[src/rtl/axi_lite_master_ctrl.sv]
// Single-outstanding AXI-Lite initiator: one valid/ready command in, one AXI-Lite write or read out, one response back.
// Latency: command accept at cycle 0, AW/W or AR at cycle 1, B/R at cycle 2, rsp_valid at cycle 3 (zero-wait slave).
// Backpressure: cmd_ready is high only in IDLE; every AXI valid and rsp_valid holds until its ready, and a response stalls the next command.
module axi_lite_master_ctrl #(
    parameter int ADDR_W = 32,
    parameter int DATA_W = 32
) (
    input  logic                  clk,
    input  logic                  rst,

    // host command side
    input  logic                  cmd_valid,
    output logic                  cmd_ready,
    input  logic                  cmd_write,
    input  logic [ADDR_W-1:0]     cmd_addr,
    input  logic [DATA_W-1:0]     cmd_wdata,

    // host response side
    output logic                  rsp_valid,
    input  logic                  rsp_ready,
    output logic                  rsp_write,
    output logic [DATA_W-1:0]     rsp_rdata,
    output logic [1:0]            rsp_resp,

    // AXI-Lite write address channel
    output logic [ADDR_W-1:0]     m_axi_awaddr,
    output logic                  m_axi_awvalid,
    input  logic                  m_axi_awready,

    // AXI-Lite write data channel
    output logic [DATA_W-1:0]     m_axi_wdata,
    output logic [DATA_W/8-1:0]   m_axi_wstrb,
    output logic                  m_axi_wvalid,
    input  logic                  m_axi_wready,

    // AXI-Lite write response channel
    input  logic [1:0]            m_axi_bresp,
    input  logic                  m_axi_bvalid,
    output logic                  m_axi_bready,

    // AXI-Lite read address channel
    output logic [ADDR_W-1:0]     m_axi_araddr,
    output logic                  m_axi_arvalid,
    input  logic                  m_axi_arready,

    // AXI-Lite read data channel
    input  logic [DATA_W-1:0]     m_axi_rdata,
    input  logic [1:0]            m_axi_rresp,
    input  logic                  m_axi_rvalid,
    output logic                  m_axi_rready
);

    typedef enum logic [2:0] {
        IDLE    = 3'd0,
        WR_REQ  = 3'd1,
        WR_RESP = 3'd2,
        RD_REQ  = 3'd3,
        RD_RESP = 3'd4,
        RSP     = 3'd5
    } state_t;

    state_t                state;
    state_t                state_nxt;

    // Latched command; the same address register feeds both AW and AR.
    logic [ADDR_W-1:0]     addr_q;
    logic [DATA_W-1:0]     wdata_q;
    logic                  write_q;

    // Registered AW/W valids, each cleared independently by its own handshake.
    logic                  aw_pend;
    logic                  w_pend;

    // Captured response fields, held stable while rsp_valid is up.
    logic [DATA_W-1:0]     rdata_q;
    logic [1:0]            resp_q;

    logic                  accept;
    logic                  aw_done;
    logic                  w_done;

    assign accept  = (state == IDLE) && cmd_valid;
    // A channel counts as done once its valid has dropped or its handshake happens this cycle.
    assign aw_done = !aw_pend || m_axi_awready;
    assign w_done  = !w_pend  || m_axi_wready;

    // State register; reset aborts any in-flight transaction without draining it.
    always_ff @(posedge clk) begin
        if (rst) begin
            state <= IDLE;
        end else begin
            state <= state_nxt;
        end
    end

    // Next-state decode and the state-derived handshake outputs.
    always_comb begin
        state_nxt     = state;
        cmd_ready     = 1'b0;
        m_axi_bready  = 1'b0;
        m_axi_arvalid = 1'b0;
        m_axi_rready  = 1'b0;
        rsp_valid     = 1'b0;
        case (state)
            IDLE: begin
                cmd_ready = 1'b1;
                if (cmd_valid) begin
                    state_nxt = cmd_write ? WR_REQ : RD_REQ;
                end
            end
            WR_REQ: begin
                if (aw_done && w_done) begin
                    state_nxt = WR_RESP;
                end
            end
            WR_RESP: begin
                m_axi_bready = 1'b1;
                if (m_axi_bvalid) begin
                    state_nxt = RSP;
                end
            end
            RD_REQ: begin
                m_axi_arvalid = 1'b1;
                if (m_axi_arready) begin
                    state_nxt = RD_RESP;
                end
            end
            RD_RESP: begin
                m_axi_rready = 1'b1;
                if (m_axi_rvalid) begin
                    state_nxt = RSP;
                end
            end
            RSP: begin
                rsp_valid = 1'b1;
                if (rsp_ready) begin
                    state_nxt = IDLE;
                end
            end
            default: begin
                state_nxt = IDLE;
            end
        endcase
    end

    // Command latch; payload stays frozen for the whole transaction.
    always_ff @(posedge clk) begin
        if (rst) begin
            addr_q  <= '0;
            wdata_q <= '0;
            write_q <= 1'b0;
        end else if (accept) begin
            addr_q  <= cmd_addr;
            wdata_q <= cmd_wdata;
            write_q <= cmd_write;
        end
    end

    // AW/W valids rise together after a write is accepted and fall on their own handshakes.
    always_ff @(posedge clk) begin
        if (rst) begin
            aw_pend <= 1'b0;
            w_pend  <= 1'b0;
        end else if (accept) begin
            aw_pend <= cmd_write;
            w_pend  <= cmd_write;
        end else if (state == WR_REQ) begin
            if (m_axi_awready) begin
                aw_pend <= 1'b0;
            end
            if (m_axi_wready) begin
                w_pend <= 1'b0;
            end
        end
    end

    // Response capture: B gives resp with zero data, R gives resp plus data; both pass through unmodified.
    always_ff @(posedge clk) begin
        if (rst) begin
            rdata_q <= '0;
            resp_q  <= 2'b00;
        end else if ((state == WR_RESP) && m_axi_bvalid) begin
            rdata_q <= '0;
            resp_q  <= m_axi_bresp;
        end else if ((state == RD_RESP) && m_axi_rvalid) begin
            rdata_q <= m_axi_rdata;
            resp_q  <= m_axi_rresp;
        end
    end

    assign m_axi_awaddr  = addr_q;
    assign m_axi_araddr  = addr_q;
    assign m_axi_wdata   = wdata_q;
    assign m_axi_wstrb   = '1;
    assign m_axi_awvalid = aw_pend;
    assign m_axi_wvalid  = w_pend;

    assign rsp_write     = write_q;
    assign rsp_rdata     = rdata_q;
    assign rsp_resp      = resp_q;

endmodule

[config.mk]
export PLATFORM = sky130hd
export DESIGN_NAME = axi_lite_master_ctrl
export DESIGN_NICKNAME = d
export VERILOG_FILES = /design/src/rtl/axi_lite_master_ctrl.sv
export SDC_FILE = /design/constraint.sdc
export NUM_CORES = 1
export LEC_CHECK = 0
export ABC_AREA = 1
export BUFFER_PORTS_ARGS = -buffer_cell sky130_fd_sc_hd__buf_4
export CAP_MARGIN = 0
export CORE_MARGIN = 5
export CORE_UTILIZATION = 39
export CTS_CLUSTER_SIZE = 28
export DETAILED_ROUTE_END_ITERATION = 10
export GPL_TIMING_DRIVEN = 0
export PLACE_DENSITY = 0.77
export SLEW_MARGIN = 20
export SYNTH_ARGS = -nofsm -noshare
export SYNTH_HDL_FRONTEND = slang
export SYNTH_SLANG_ARGS = --single-unit
[constraint.sdc]
create_clock -name clk -period 1.05 [get_ports clk]
set_input_delay 0.105 -clock clk [delete_from_list [all_inputs] [get_ports clk]]
set_output_delay 0.105 -clock clk [all_outputs]
set_load 0.03 [all_outputs]
==> summary.txt <==
Synthesis
  • Largest cells by area after synthesis: dfxtp_1, nand2_1, a21oi_1, buf_4, buf_6
  • Fraction of the yosys area taken by sequential cells: 0.508
  • Adder and majority cell fraction of the synthesized area: 0
  • Cell taking the most area after synthesis: dfxtp_1
  • Largest family of logic cells by synthesized area: simple AND/OR/NAND/NOR gates
  • Synth warn: 0
  • Share of the synthesized area in compound gates (AO/OA/AOI/OAI): 0.135
  • Yosys top cell area share: 0.508
  • Multiplexer fraction of the synthesized cell area: 0
  • Xor and xnor fraction of the mapped netlist area: 0
  • Netlist Area Pre-Place: 4100 µm²
  • Avg Cell Area, Syn: 7.68 µm²
  • Post-synthesis simple-gate area fraction: 0.227
  • Gate count after technology mapping: 533
  • Post-synthesis register bit count: 104
  • Distinct cell type count of the synthesized netlist: 20

Die
  • Placement row count: 37
  • Initial cell density of the core: 0.398
  • Die area: 12,600 µm²
  • Placeable core area: 10,300 µm²
  • Horizontal die dimension: 112 µm
  • Die Span Y: 112 µm
  • Total I/O pin count: 252

Power and ir drop
  • Psw: 7.78 mW
  • Pwr Total: 18.1 mW
  • Register share of total power: 0.296
  • Part of the power in the clock network: 0.123
  • Peak supply drop: 1.18 mV
  • Internal portion of total power: 10.4 mW
  • Proportion of total power due to net switching: 0.429
  • Part of the total power dissipated in combinational logic: 0.581
  • PwrDens: 2120 nW/µm²
  • Static leakage power: 3.87 nW

Min path
  • Terminating pin of the worst hold path: rsp_rdata[15]
  • Worst hold path depth: 3
  • Min-delay src: m_axi_rdata[15]
  • Worst hold-check path type: in -> reg

Global route
  • Number of antenna violations at the first check in global routing: 0
  • Global-route usage over all layers: 0.258
  • Largest net degree at the start of global routing: 15
  • Global route total overflow: 0
  • Global-route wire length before repair: 26.5 mm
  • Number of global-route vias before repair: 5,192

Placed design
  • Total of buffers placed on input and output ports: 246
  • Placer congestion estimate: 0.869
  • DP HPWL: 10.4 mm

STA
  • Slew of the pin with the lowest slew margin: 0.712 ns
  • Worst slew slack as a fraction of its limit: 0.526
  • Fin crit share: 1.32
  • Shortest period the worst path allows: 1.38 ns
  • Hold Vio Cnt, Final: 0
  • Setup ws final: -0.333 ns
  • Max Clock Skew: 0.00869 ns
  • Number of failing setup endpoints in the final timing report: 118
  • Count of pins over their slew limit: 0
  • Setup repair after global routing missed its margin: yes
  • Maximum frequency from static timing analysis: 723 MHz
  • Final Hold Slack: 0.0139 ns

Setup path
  • Launch point of the worst reg-to-reg path: state[2]
  • CP Launch Type: flip-flop
  • Critical Setup Path Class: reg -> reg
  • Crit path capture type: flip-flop
  • Largest fanout on the critical path: 5
  • CP required: 1.32 ns
  • Crit path DAT: 1.65 ns
  • Cell with the largest stage delay on the worst path: dfxtp_4
  • Cell depth of the worst flop-to-flop path: 9
  • Worst R2R Setup Slack: -0.33 ns
  • Delay of the slowest critical-path stage: 0.38 ns
  • Terminus of the critical flop-to-flop path: m_axi_araddr[24]
  • Cell Chain, Critical Path: nor2_4 -> nand2_4 -> inv_6 -> nand2_8 -> clkinv_8 -> buf_12 -> buf_6 -> nand2_1 -> a21oi_2

Route
  • Count of vias placed by the detailed router: 5,163
  • Final routed DRC violation total: 0
  • Total wire length: 19.8 mm
  • Detailed-router iteration count before antenna repair: 5
  • Remaining antenna violation count after routing: 0
  • Number of vias per cell: 4.96
  • DRC marker count from the first detailed-route iteration: 362
  • Final routed wire length divided by cell count: 19.0 µm

Outcome
  • Violations in the final reports: setup timing
  • Result of the run: finished with violations

Clocking
  • Total number of clock tree sinks: 104
  • Clock H-tree levels: 3
  • Clock transition at the registers of the reported paths: 0.09 ns
  • Clock Path Buffers: 2
  • Root Buffer: clkbuf_8
  • Skew-Pair Late Insertion Delay: 0.35 ns
  • CTS tree: built
  • Clock buffers created by TritonCTS: 9

Final layout
  • Area grow syn2layout: 109%
  • Fraction of final layout cells with drive strength greater than 1: 0.584
  • Number of inserted diodes: 0
  • Utilization after layout: 0.832
  • NumNets Final: 1,013

Flow run
  • # Max-Cap Violations: 0
[per-stage QoR]
stage | instances | instance area, µm² | setup TNS (ns) | setup WS (ns)
after CTS | 1029 | 7780 | -21.64 | -0.254
after detailed placement | 918 | 6200 | -26.89 | -0.370
after floorplan | 536 | 4180 | -16.74 | -0.181
after global routing | 1040 | 8550 | -31.02 | -0.402
after global placement | 918 | 6200 | -22.38 | -0.338
final | 1040 | 8550 | -23.84 | -0.333
[layer usage]
metal | GRT usage | share of wire | vias up
met2 | 0.471 | 0.52 | 254
met3 | 0.0792 | 0.080 | 58
met4 | 0.115 | 0.037 | 0
met1 | 0.271 | 0.36 | 2453
li1 | - | - | 2398
met5 | 0 | 0 | -
[state kept, by name, indices dropped and copies added, names as in the netlist]
register,count
m_axi_wdata,32
state,3
m_axi_awvalid,1
m_axi_wvalid,1
rsp_write,1
rsp_rdata,32
rsp_resp,2
m_axi_araddr,32
[cell usage in the layout, fill, tap and decap left out, types with 9 or more instances in the layout]
cell type	n
dfxtp_2	28
buf_8	9
dfxtp_1	68
a21oi_2	66
buf_4	228
nand2_4	32
a21oi_1	35
buf_6	86
nand2_1	147
dlygate4sd3_1	84
nand2_2	35
clkbuf_8	9
[timing repair]
item,in CTS,in global routing
resized for setup,158,182
buffers inserted,11,9
endpoints found under the setup margin,144,142
hold endpoints to repair,79,5
cloned,10,3
hold buffers,79,5
pin swaps,10,38
[cell usage after synthesis]
| master | number |
|---|---|
| nor2_1 | 14 |
| buf_4 | 42 |
| nor3_1 | 2 |
| dfxtp_1 | 104 |
| buf_2 | 11 |
| nand3b_1 | 2 |
| nand3_1 | 3 |
| clkbuf_1 | 7 |
| nand2_1 | 212 |
| inv_1 | 8 |
| o211ai_1 | 2 |
| o21ai_0 | 5 |
| a31oi_1 | 1 |
| nand2_2 | 2 |
| buf_6 | 7 |
| inv_2 | 6 |
| a21oi_1 | 101 |
| nand4_1 | 1 |
| nand2_4 | 2 |
| conb_1 | 1 |
[power groups by stage]
stage               Sequential (mW)  Clock [mW]  Combinational [mW]
floorplan                      6.32           0                3.59
global placement               5.21           0                7.03
detailed placement             5.24           0                7.14
CTS                            5.27        2.26                8.77
global route                   5.44        2.41                11.1
finish                         5.37        2.23                10.5
[final cells by class]
| class | instances | area (µm²) |
|---|---|---|
| inverters | 14 | 90.1 |
| well taps | 136 | 170 |
| flip-flops and latches | 104 | 2150 |
| clock inverters | 1 | 5.00 |
| fillers | 550 | 1730 |
| clock buffers | 11 | 153 |
| multi-input cells | 351 | 2130 |
| plain buffers | 60 | 631 |
| repair buffers | 363 | 3220 |
[logic make-up (layout without fill, tap and decap cells)]
family | Yosys count | count (layout)
AOI/OAI and AO/OA | 109 | 109
buffers and inverters | 81 | 449
DFF | 104 | 104
other | 1 | 4
and+or+nand+nor | 238 | 238
[how the worst max path moves through the flow]
| stage | startpoint | endpoint | slack [ns] | cells after the start |
|---|---|---|---|---|
| 2_1_floorplan | state[2] | rsp_rdata[10] | -0.18 | 7 |
| 6_report | state[2] | m_axi_araddr[24] | -0.33 | 9 |
| 3_3_place_gp | rst | m_axi_wdata[25] | -0.34 | 4 |
| 4_1_cts | state[2] | m_axi_bready | -0.25 | 4 |
| 3_5_place_dp | rst | m_axi_wdata[30] | -0.37 | 4 |
| 5_1_grt | state[2] | m_axi_araddr[24] | -0.40 | 9 |
[worst max-delay path, delay by kind of cell, from the launching register on]
family	cells	cell delay, ns
buffers and inverters	4	0.40
DFF	1	0.38
AOI/OAI and AO/OA	1	0.16
and+or+nand+nor	4	0.37
Note: power is estimated with default switching activity, not from simulation.
